File: src/rtl/ahb_pkg.sv
// Shared AHB bus types: widths, transfer/response encodings and the master/slave port bundles.
package ahb_pkg;
  localparam int AHB_AW  = 32;
  localparam int AHB_DW  = 32;
  localparam int AHB_PW  = 2;
  localparam int NUM_MST = 4;
  localparam int NUM_SLV = 7;
  localparam logic [2:0] DEF_SLV = 3'd7;

  typedef enum logic [1:0] {IDLE = 2'b00, BUSY = 2'b01, NONSEQ = 2'b10, SEQ = 2'b11} htrans_t;
  typedef enum logic [1:0] {OKAY = 2'b00, ERROR = 2'b01, RETRY = 2'b10, SPLIT = 2'b11} hresp_t;
  typedef enum logic [1:0] {DS_IDLE, DS_ERR1, DS_ERR2} def_state_t;

  localparam logic [2:0] HBURST_SINGLE = 3'b000, HBURST_INCR  = 3'b001,
                         HBURST_WRAP4  = 3'b010, HBURST_INCR4 = 3'b011,
                         HBURST_WRAP8  = 3'b100, HBURST_INCR8 = 3'b101,
                         HBURST_WRAP16 = 3'b110, HBURST_INCR16 = 3'b111;
  localparam logic [2:0] HSIZE_BYTE = 3'b000, HSIZE_HALF = 3'b001, HSIZE_WORD = 3'b010;

  typedef struct packed {
    logic [AHB_AW-1:0] haddr;
    htrans_t           htrans;
    logic              hwrite;
    logic [2:0]        hsize;
    logic [2:0]        hburst;
    logic [3:0]        hprot;
    logic [AHB_DW-1:0] hwdata;
  } mas_in_t;

  typedef struct packed {
    logic              hready;
    hresp_t            hresp;
    logic [AHB_DW-1:0] hrdata;
  } mas_out_t;

  typedef struct packed {
    logic              hsel;
    logic [AHB_AW-1:0] haddr;
    htrans_t           htrans;
    logic              hwrite;
    logic [2:0]        hsize;
    logic [2:0]        hburst;
    logic [3:0]        hprot;
    logic [AHB_DW-1:0] hwdata;
    logic              hready;
  } slv_in_t;

  typedef struct packed {
    logic [AHB_DW-1:0] hrdata;
    logic              hreadyout;
    hresp_t            hresp;
  } slv_out_t;

  // Top address nibble 0..6 maps to slave_1..slave_7, everything above to the default slave.
  function automatic logic [2:0] addr_decode(input logic [3:0] nib);
    return (nib < 4'd7) ? nib[2:0] : DEF_SLV;
  endfunction
endpackage

File: src/rtl/ahb_arbiter.sv
// Four-way priority arbiter: highest priority wins, lowest index on ties, owner parks when idle.
module ahb_arbiter import ahb_pkg::*; #(
  parameter int PW = AHB_PW
) (
  input  logic                       hclk,
  input  logic                       hreset_n,
  input  logic [NUM_MST-1:0]         req,
  input  logic [NUM_MST-1:0][PW-1:0] prio,
  input  logic                       owner_seq,
  input  logic                       bus_ready,
  output logic [1:0]                 grant,
  output logic [1:0]                 owner
);
  logic [1:0]    win;
  logic [PW-1:0] best;
  logic          any_req;

  always_comb begin
    win     = owner;
    best    = '0;
    any_req = 1'b0;
    // Strict '>' keeps the earliest index among equal priorities.
    for (int i = 0; i < NUM_MST; i++) begin
      if (req[i] && (!any_req || prio[i] > best)) begin
        win     = 2'(i);
        best    = prio[i];
        any_req = 1'b1;
      end
    end
  end

  // Ownership only moves on an accepted, non-SEQ address phase.
  assign grant = (bus_ready && !owner_seq && any_req) ? win : owner;

  always_ff @(posedge hclk or negedge hreset_n) begin
    if (!hreset_n) owner <= '0;
    else           owner <= grant;
  end
endmodule

File: src/rtl/ahb_bus.sv
// Shared-bus AHB interconnect: 4 masters, 7 slaves plus an internal default slave.
module ahb_bus import ahb_pkg::*; #(
  parameter int AW = AHB_AW,
  parameter int DW = AHB_DW,
  parameter int PW = AHB_PW
) (
  input  logic          hclk,
  input  logic          hreset_n,
  input  mas_in_t       master_1_in,
  input  mas_in_t       master_2_in,
  input  mas_in_t       master_3_in,
  input  mas_in_t       kemee_in,
  input  logic [PW-1:0] hprior_master_1,
  input  logic [PW-1:0] hprior_master_2,
  input  logic [PW-1:0] hprior_master_3,
  input  logic [PW-1:0] hprior_kemee,
  output mas_out_t      master_1_out,
  output mas_out_t      master_2_out,
  output mas_out_t      master_3_out,
  output mas_out_t      kemee_out,
  output slv_in_t       slave_1_in,
  output slv_in_t       slave_2_in,
  output slv_in_t       slave_3_in,
  output slv_in_t       slave_4_in,
  output slv_in_t       slave_5_in,
  output slv_in_t       slave_6_in,
  output slv_in_t       slave_7_in,
  input  slv_out_t      slave_1_out,
  input  slv_out_t      slave_2_out,
  input  slv_out_t      slave_3_out,
  input  slv_out_t      slave_4_out,
  input  slv_out_t      slave_5_out,
  input  slv_out_t      slave_6_out,
  input  slv_out_t      slave_7_out
);
  mas_in_t  [NUM_MST-1:0]         m_in;
  mas_out_t [NUM_MST-1:0]         m_out;
  slv_in_t  [NUM_SLV-1:0]         s_in;
  slv_out_t [NUM_SLV-1:0]         s_out;
  logic     [NUM_MST-1:0][PW-1:0] prio;
  logic     [NUM_MST-1:0]         req;

  assign m_in  = {kemee_in, master_3_in, master_2_in, master_1_in};
  assign prio  = {hprior_kemee, hprior_master_3, hprior_master_2, hprior_master_1};
  assign s_out = {slave_7_out, slave_6_out, slave_5_out, slave_4_out,
                  slave_3_out, slave_2_out, slave_1_out};
  assign {kemee_out, master_3_out, master_2_out, master_1_out} = m_out;
  assign {slave_7_in, slave_6_in, slave_5_in, slave_4_in,
          slave_3_in, slave_2_in, slave_1_in} = s_in;

  logic [1:0] grant, owner, dp_master;
  logic [2:0] sel, dp_slave;
  logic       dp_valid, active, bus_ready, owner_seq;

  always_comb begin
    for (int m = 0; m < NUM_MST; m++) req[m] = m_in[m].htrans[1] & hreset_n;
  end

  assign owner_seq = (m_in[owner].htrans == SEQ);
  assign active    = m_in[grant].htrans[1] & hreset_n;
  assign sel       = addr_decode(m_in[grant].haddr[AW-1 -: 4]);

  ahb_arbiter #(.PW(PW)) u_arb (
    .hclk      (hclk),
    .hreset_n  (hreset_n),
    .req       (req),
    .prio      (prio),
    .owner_seq (owner_seq),
    .bus_ready (bus_ready),
    .grant     (grant),
    .owner     (owner)
  );

  always_ff @(posedge hclk or negedge hreset_n) begin
    if (!hreset_n) begin
      dp_valid  <= 1'b0;
      dp_master <= '0;
      dp_slave  <= '0;
    end else if (bus_ready) begin
      dp_valid  <= active;
      dp_master <= grant;
      dp_slave  <= sel;
    end
  end

  // Default slave: active transfers get a two-cycle ERROR, first cycle stalled.
  def_state_t ds_q, ds_d;
  logic       def_ready;
  hresp_t     def_resp;

  always_ff @(posedge hclk or negedge hreset_n) begin
    if (!hreset_n) ds_q <= DS_IDLE;
    else           ds_q <= ds_d;
  end

  always_comb begin
    ds_d = ds_q;
    if (bus_ready)             ds_d = (active && sel == DEF_SLV) ? DS_ERR1 : DS_IDLE;
    else if (ds_q == DS_ERR1)  ds_d = DS_ERR2;
  end

  assign def_ready = (ds_q != DS_ERR1);
  assign def_resp  = (ds_q == DS_IDLE) ? OKAY : ERROR;

  logic   [7:0]         rdy_vec;
  hresp_t [7:0]         resp_vec;
  logic   [7:0][DW-1:0] rdata_vec;

  always_comb begin
    rdy_vec   = '1;
    resp_vec  = {8{OKAY}};
    rdata_vec = '0;
    for (int s = 0; s < NUM_SLV; s++) begin
      rdy_vec[s]   = s_out[s].hreadyout;
      resp_vec[s]  = s_out[s].hresp;
      rdata_vec[s] = s_out[s].hrdata;
    end
    rdy_vec[DEF_SLV]  = def_ready;
    resp_vec[DEF_SLV] = def_resp;
  end

  assign bus_ready = dp_valid ? rdy_vec[dp_slave] : 1'b1;

  always_comb begin
    s_in = '0;
    for (int s = 0; s < NUM_SLV; s++) begin
      s_in[s].hsel   = hreset_n & (sel == 3'(s));
      s_in[s].haddr  = m_in[grant].haddr;
      s_in[s].htrans = hreset_n ? m_in[grant].htrans : IDLE;
      s_in[s].hwrite = m_in[grant].hwrite;
      s_in[s].hsize  = m_in[grant].hsize;
      s_in[s].hburst = m_in[grant].hburst;
      s_in[s].hprot  = m_in[grant].hprot;
      s_in[s].hwdata = m_in[dp_master].hwdata;
      s_in[s].hready = bus_ready;
    end
  end

  // Owners follow the bus; requesters still waiting for a grant are held off.
  always_comb begin
    m_out = '0;
    for (int m = 0; m < NUM_MST; m++) begin
      m_out[m].hready = 1'b1;
      m_out[m].hresp  = OKAY;
      m_out[m].hrdata = '0;
      if (hreset_n) begin
        if ((dp_valid && dp_master == 2'(m)) || grant == 2'(m)) m_out[m].hready = bus_ready;
        else if (req[m])                                        m_out[m].hready = 1'b0;
        if (dp_valid && dp_master == 2'(m)) begin
          m_out[m].hresp  = resp_vec[dp_slave];
          m_out[m].hrdata = rdata_vec[dp_slave];
        end
      end
    end
  end
endmodule

File: config.mk
export PLATFORM = sky130hd
export DESIGN_NAME = ahb_bus
export DESIGN_NICKNAME = d
export VERILOG_FILES = /design/src/rtl/ahb_pkg.sv /design/src/rtl/ahb_arbiter.sv /design/src/rtl/ahb_bus.sv
export SDC_FILE = /design/constraint.sdc
export NUM_CORES = 1
export LEC_CHECK = 0
export BUFFER_PORTS_ARGS = -buffer_cell sky130_fd_sc_hd__buf_2
export CORE_AREA = 2 2 486 488
export CTS_BUF_LIST = sky130_fd_sc_hd__clkbuf_4 sky130_fd_sc_hd__clkbuf_8
export DETAILED_ROUTE_END_ITERATION = 8
export DIE_AREA = 0 0 488 490
export GPL_TIMING_DRIVEN = 0
export PLACE_DENSITY = 0.3
export SLEW_MARGIN = 20
export SYNTH_ARGS = -nofsm -noshare
export SYNTH_HDL_FRONTEND = slang
export SYNTH_HIERARCHICAL = 1
export SYNTH_SLANG_ARGS = --single-unit
export TNS_END_PERCENT = 100
File: constraint.sdc
create_clock -name hclk -period 12.5 [get_ports hclk]
set_input_delay 2.5 -clock hclk [delete_from_list [all_inputs] [get_ports hclk]]
set_output_delay 2.5 -clock hclk [all_outputs]
set_load 0.1 [all_outputs]
==> run metrics, run 1 <==
DIE AREA=239000 um^2; Top FF cell, synth=dfrtp_1; Distinct cells, synth=51; DRC=0; Post-Route WL=125000 um; Critical Path RT=10.00 ns; root buf cell=clkbuf_8; simple-gate share of the synthesized area=9.98%; Post-synth EDFFs=0; Multi-input gate area=4790 um^2; Post-CTS Hold Fix Bufs=0; All-Layer GR Usage=9.76%; drt initial violations=784; Post-Syn Instances=1014; final core occ=8.37%; Synth warnings=6; fin crit share=95.9%; Die X=488 um; synthesis-to-finish area growth=121%; Worst Clk Skew=0.00757 ns; number of global-route vias before repair=12.9k; # setup viols final=0; core area=234000 um^2; largest net degree at the start of global routing=14; CTS H-tree lvls=1; Vias=13.4k; fraction of registers with async set/reset=100%; nets@finish=2862; Cell Rows=178; Syn Area/Cell=8.73 um^2; CTS tree=built; Num Clock Sinks=10; clock latency on the worst-skew pair=0.25 ns; CTS buffer count=3; Max Cap Viol=0; fmax=83.4 MHz; first-pass GRT wire length=149000 um; Slew headroom=27.8%; share of layout cells above drive strength 1=85.0%; I/O Buffers=1255; GR Overflow Total=0; hold slack=0.535 ns; initial antenna violation count=92; status=finished, final reports clean; Final Hold Viols=0; Synth Area in Adders=0.848%; Reg clk slew, reported paths=0.05 ns; Compound-Gate Fraction of Synth Area=8.93%; Die Height=490 um; crit-path max FO=11; XOR/XNOR Fraction of Synth Area=0%; DR vias/cell=2.44; crit path DAT=9.49 ns; wire per inst=22.7 um; Placer Congestion=0.895; Antenna Nets Post-Route=0; DR pass1 iterations=5; Setup crit end kind=output pin; type of the worst min-delay path=reg2reg; Worst Path Class, Setup=in2out; Critical Path Source Type=primary input; Least-Margin Pin Slew=1.08 ns; post-synthesis mux area share=33.9%; Initial Util=3.78%; Post-Syn Nets=1583; final instance area=19600 um^2; Yosys reg bits=10; RSZ-0062 raised after global routing=false; Fill cells=27.6k; hpwl dp=114000 um; # IOs=1256; Slew Viols, Final=0; DP Area=19200 um^2; largest family of logic cells by synthesized area=buffers and inverters; Syn Std Cell Area=8850 um^2; share of the yosys chip area belonging to registers=2.83%; Sequential Area=250 um^2; setup TNS=0 ns; Tmin final=11.99 ns; Longest Clk Path Bufs=2
logic make-up (layout without fill, tap and decap cells):
logic type      after synthesis  in the layout
flops                        10             10
simple gates                203            203
other cells                   0             35
mux                         154            154
fa+ha+maj                     6              6
buf+inv                     545           1822
compound gates               96             96
through the flow:
stage / setup WS (ns) / instances
CTS: 0.00179 / 5438
floorplan: 0.988 / 1014
global placement: -1.65 / 5419
detailed placement: -1.06 / 5428
finish: 0.507 / 5476
global route: 0.00468 / 5450
placed cells by master (no fill, tap or decap), types with 11 or more instances in the layout:
cell and n:
buf_4 476, nand2_1 14, nor2_1 151, mux4_2 113, buf_2 1266, clkbuf_1 23, diode_2 35, clkbuf_2 11
mux2_2 33, a221oi_1 33, o21bai_1 30, inv_1 11
routing by layer:
layer | part of all wire (%) | GRT usage [%]
met5 | 0.20 | 0
met4 | 3.2 | 2.64
met3 | 8.3 | 2.54
met2 | 52 | 18.7
met1 | 36 | 10.4
critical path, cell delays in order:
cell	delay, ns
buf_2	0.32
clkbuf_1	0.29
clkbuf_2	0.27
and2_1	0.35
and2_2	0.23
inv_1	0.04
ha_1	0.30
nor2b_1	0.15
o31a_1	0.27
a32oi_1	0.29
ha_1	0.30
nor2b_1	0.16
o311ai_2	0.46
mux2_4	0.35
ha_1	0.27
nand2_1	0.06
o211ai_1	0.12
and3_1	0.25
o31ai_4	0.38
buf_2	0.42
buf_2	0.46
mux4_2	0.53
buf_4	0.17
buf_2	0.46
final cells by class:
type,instances,area share [%]
repair buffers,1274,33.7
well taps,3150,20.1
flip-flops and latches,10,1.28
inverters,13,0.249
diodes,35,0.447
multi-input cells,459,24.4
plain buffers,532,19.6
clock buffers,3,0.211
path summary, 6_finish.rpt:
path,slack (ns),depth (start not counted),startpoint,to
min in group asynchronous,2.16,1,hreset_n,u_arb/owner[0]
max in group asynchronous,10.05,1,hreset_n,ds_q[1]
hold / removal,0.53,2,ds_q[1],ds_q[0]
setup reg to reg,6.76,14,dp_slave[2],dp_valid
hold reg to reg,0.53,2,ds_q[1],ds_q[0]
setup / recovery,0.51,24,hreset_n,slave_3_in[48]
Yosys cell counts (3+ instances only):
cell type | instances | share of area, %
mux2i_1 | 7 | 0.79
o21bai_1 | 33 | 2.8
mux2_2 | 33 | 4.2
nor2_1 | 151 | 6.4
nor2b_1 | 4 | 0.28
and2_1 | 7 | 0.49
a221oi_1 | 33 | 3.3
o41ai_1 | 4 | 0.40
inv_1 | 11 | 0.47
buf_1 | 6 | 0.25
a2bb2oi_1 | 3 | 0.30
nand2b_1 | 4 | 0.28
dfrtp_1 | 10 | 2.8
clkbuf_1 | 37 | 1.6
nand4_1 | 6 | 0.42
ha_1 | 6 | 0.85
mux4_2 | 113 | 29
o221ai_1 | 3 | 0.30
o211ai_1 | 4 | 0.34
buf_4 | 473 | 40
nand2_1 | 14 | 0.59
buf_2 | 14 | 0.79
state kept, by name (all words and copies together) (netlist names):
name / count
ds_q: 2
dp_slave: 3
dp_master: 2
u_arb/owner: 2
dp_valid: 1
repair_timing:
| action | 4_1_cts | 5_1_grt |
|---|---|---|
| gates resized for setup | 6 | 16 |
| buffers inserted | 7 | 3 |
| setup endpoints to repair | 296 | 296 |
Power of run 1 is left out: the tool's default activity adds up to more than one toggle a clock period on the data nets, which glitch-free logic cannot reach.
==> inputs of run 2 (changes only) <==
- GPL_TIMING_DRIVEN: 0 -> unset
==> run metrics, run 2 (synthesis results as in run 1) <==
# IOs=1256; core area=234000 um^2; DR vias/cell=2.35; drt initial violations=843; PnR worst setup slack=1.35 ns; crit-path max FO=22; number of global-route vias before repair=10.8k; status=finished, final reports clean; Critical Path Source Type=primary input; largest net degree at the start of global routing=42; max FFs per register=3; CTS H-tree lvls=1; clock latency on the worst-skew pair=0.24 ns; GR Overflow Total=0; initial antenna violation count=115; Die X=488 um; crit-path cells=buf_2 -> and2_1 -> and2_2 -> inv_1 -> ha_1 -> nor2b_1 -> o31a_1 -> a32oi_1 -> ha_1 -> nor2b_1 -> o311ai_2 -> mux2_4 -> ha_1 -> nand2_1 -> o211ai_1 -> a211o_1 -> nand4_1 -> buf_4 -> buf_4 -> mux4_2 -> buf_2; Least-Margin Pin Slew=1.26 ns; DP Area=15500 um^2; WP buf/inv=5; most frequent cells in the layout=buf_2, nor2_1, mux4_2; Setup crit end kind=output pin; Final Hold Viols=0; dpl ws=1.23 ns; Post-Route WL=112000 um; Slew Viols, Final=0; Max Cap Viol=0; CP max-delay cell=mux4_2; setup TNS=0 ns; Max stage delay on crit path=0.79 ns; first-pass GRT wire length=132000 um; Fill cells=27.7k; CTS buffer count=3; Tmin final=11.15 ns; Slew headroom=16.3%; Num Clock Sinks=10; Biggest register=dp_slave; fin crit share=89.2%; # setup viols final=0; crit path DAT=8.65 ns; Worst Clk Skew=0.00565 ns; postcts setup bufs=0; Top delay family on crit path=buffers and inverters; DR pass1 iterations=5; root buf cell=clkbuf_8; Initial Util=3.78%; CTS tree=built; RSZ-0062 raised after global routing=false; hpwl dp=100000 um; All-Layer GR Usage=8.69%; Critical Path RT=10.00 ns; fmax=89.7 MHz; post-cts repair resize count=0; DIE AREA=239000 um^2; DRC=0; wire per inst=22.5 um; Die Height=490 um; I/O Buffers=1255; share of layout cells above drive strength 1=82.2%; leading cell type in the layout, fill and taps excluded=buf_2; type of the worst min-delay path=reg2reg; nets@finish=2332; Worst path most repeated cell=ha_1; Worst Path Class, Setup=in2out; Reg clk slew, reported paths=0.06 ns; Cell Rows=178; Post-CTS Hold Fix Bufs=0; Vias=11.7k; final instance area=15700 um^2; synthesis-to-finish area growth=76.9%; Antenna Nets Post-Route=0; Placer Congestion=0.850; Longest Clk Path Bufs=2
-- run 2: cell types whose count changed in the layout (fill, tap and decap cells not counted), sizes merged --
cell	delta
diode	+19
buf	-488
inv	+1
clkbuf	-41
clkinv	-1
-- run 2: worst reg2reg max path: stages (launching register included) --
cell and delay (ns):
dfrtp_2 0.34, buf_4 0.48, inv_2 0.14, buf_4 0.34
nor4_2 0.90, nor3_4 0.21, inv_1 0.60, nand2b_1 0.33
a211o_1 0.34, nand4_1 0.21, buf_4 0.26, mux4_2 0.51
and2_1 0.46, or2_1 0.36
-- run 2: worst paths after layout --
| kind | start | endpoint | slack (ns) | cells past startpoint |
|---|---|---|---|---|
| hold reg to reg | ds_q[1] | ds_q[0] | 0.55 | 2 |
| setup reg to reg | dp_slave[2] | dp_valid | 6.90 | 13 |
| max in group asynchronous | hreset_n | dp_master[0] | 9.97 | 2 |
| setup / recovery | master_1_in[44] | slave_7_in[52] | 1.35 | 21 |
| min in group asynchronous | hreset_n | ds_q[0] | 2.25 | 2 |
| hold / removal | ds_q[1] | ds_q[0] | 0.55 | 2 |
-- run 2: final cells by class --
class                   count  area, um^2  share of cell area, %
diodes                     54         135                  0.863
clock buffers               4        48.8                  0.311
inverters                  13        48.8                  0.311
multi-input cells         459        4780                   30.5
flip-flops and latches     10         262                   1.67
well taps                3150        3940                   25.2
repair buffers           1276        6450                   41.2
-- run 2: stage by stage --
step,cells,hold slack (ns),utilization (%)
after floorplan,1014,0.509,-
after global placement,4908,0.531,6.61
after detailed placement,4908,0.542,6.61
after CTS,4912,0.550,6.63
after global routing,4929,0.582,6.65
final,4966,0.550,6.69
-- run 2: routing by layer --
layer	vias to the layer above	share of wire, %	track usage (%)
met1	5728	36	9.44
met3	190	9.7	2.79
met2	1043	50	15.9
met5	-	0.20	0
met4	34	3.9	2.48
li1	4699	-	-
Power of run 2 is left out for the same reason.
==> inputs of run 3 (changes only) <==
- RECOVER_POWER: unset -> 50
==> run metrics, run 3 (synthesis results as in run 1) <==
CTS H-tree lvls=1; Least-Margin Pin Slew=2.53 ns; DR vias/cell=2.36; I/O Buffers=1255; first-pass GRT wire length=132000 um; nets@finish=2332; Slew headroom=-68.7%; share of layout cells above drive strength 1=62.7%; Setup crit end kind=output pin; CP max-delay cell=clkbuf_1; Num Clock Sinks=10; Reg clk slew, reported paths=0.06 ns; synthesis-to-finish area growth=71.7%; initial antenna violation count=112; WP buf/inv=5; Sequential Area=262 um^2; Max Cap Viol=5; leading cell type in the layout, fill and taps excluded=buf_2; Critical Path RT=10.00 ns; failing checks=max-capacitance violations, max-slew violations; Final Hold Viols=0; number of global-route vias before repair=10.8k; Antenna Nets Post-Route=0; Initial Util=3.78%; Critical Path Source Type=primary input; crit-path max FO=25; DRC=0; Max stage delay on crit path=0.94 ns; postcts setup bufs=0; core area=234000 um^2; Biggest register=dp_slave; Worst Path Class, Setup=in2out; Longest Clk Path Bufs=2; Die X=488 um; clock latency on the worst-skew pair=0.24 ns; crit-path cells=clkbuf_1 -> clkbuf_1 -> and2_0 -> o211ai_1 -> a32oi_1 -> ha_1 -> nor2b_1 -> o311ai_2 -> mux2_1 -> ha_1 -> nand2_1 -> o211ai_1 -> a211o_1 -> nand4_1 -> buf_4 -> buf_4 -> mux4_2 -> buf_2; Top delay family on crit path=buffers and inverters; RSZ-0062 raised after global routing=false; Die Height=490 um; post-cts repair resize count=0; drt initial violations=819; DR pass1 iterations=5; Multi-input gate area=4760 um^2; CTS tree=built; # setup viols final=0; GR Overflow Total=0; max FFs per register=3; crit path DAT=8.91 ns; Post-CTS Hold Fix Bufs=0; All-Layer GR Usage=8.69%; fmax=87.7 MHz; Vias=11.7k; Fill cells=27.9k; most frequent cells in the layout=buf_2, clkbuf_1, nor2_1; Cell Rows=178; type of the worst min-delay path=reg2reg; root buf cell=clkbuf_8; Slew Viols, Final=61; fin crit share=91.3%; largest net degree at the start of global routing=42; final core occ=6.49%; hpwl dp=100000 um; CTS buffer count=3; # IOs=1256; Post-Route WL=112000 um; wire per inst=22.6 um; setup TNS=0 ns; Placer Congestion=0.850; DIE AREA=239000 um^2; Tmin final=11.41 ns; Worst Clk Skew=0.00391 ns; status=finished, violations left
## run 3: cell type report
type,instances,area share (%)
timing repair buffer,1276,39.6
multi-input combinational,459,31.3
tap,3150,25.9
sequential,10,1.72
antenna,49,0.807
clock buffer,4,0.321
inverter,13,0.321
## run 3: per-layer routing
| metal | vias up | GRT usage [%] | part of all wire, % |
|---|---|---|---|
| met5 | - | 0 | 0.20 |
| met4 | 34 | 2.48 | 3.6 |
| met3 | 189 | 2.79 | 9.7 |
| met2 | 1055 | 15.9 | 50 |
| met1 | 5721 | 9.44 | 36 |
| li1 | 4692 | - | - |
## run 3: final timing paths
kind,from,endpoint,slack (ns),cells after the start
min reg2reg,ds_q[1],ds_q[0],0.55,2
max in group asynchronous,hreset_n,dp_master[0],8.92,2
max reg2reg,dp_slave[2],ds_q[0],6.43,15
max,hreset_n,slave_7_in[52],1.09,18
min,ds_q[1],ds_q[0],0.55,2
min in group asynchronous,hreset_n,ds_q[0],2.65,2
## run 3: worst min-delay path: stages, from the launching register on
cell and delay [ns]:
dfrtp_1 0.39, nand2_1 0.06, mux2i_1 0.06
## run 3: metrics by stage
step	instance area, um^2	std cells	setup WS, ns	hold slack (ns)
after floorplan	8850	1014	0.988	0.509
after global placement	15500	4908	1.28	0.531
after detailed placement	15500	4908	1.23	0.542
after CTS	15500	4912	1.20	0.550
after global routing	15100	4928	0.454	0.582
final	15200	4961	1.09	0.549
Power of run 3 is left out for the same reason.
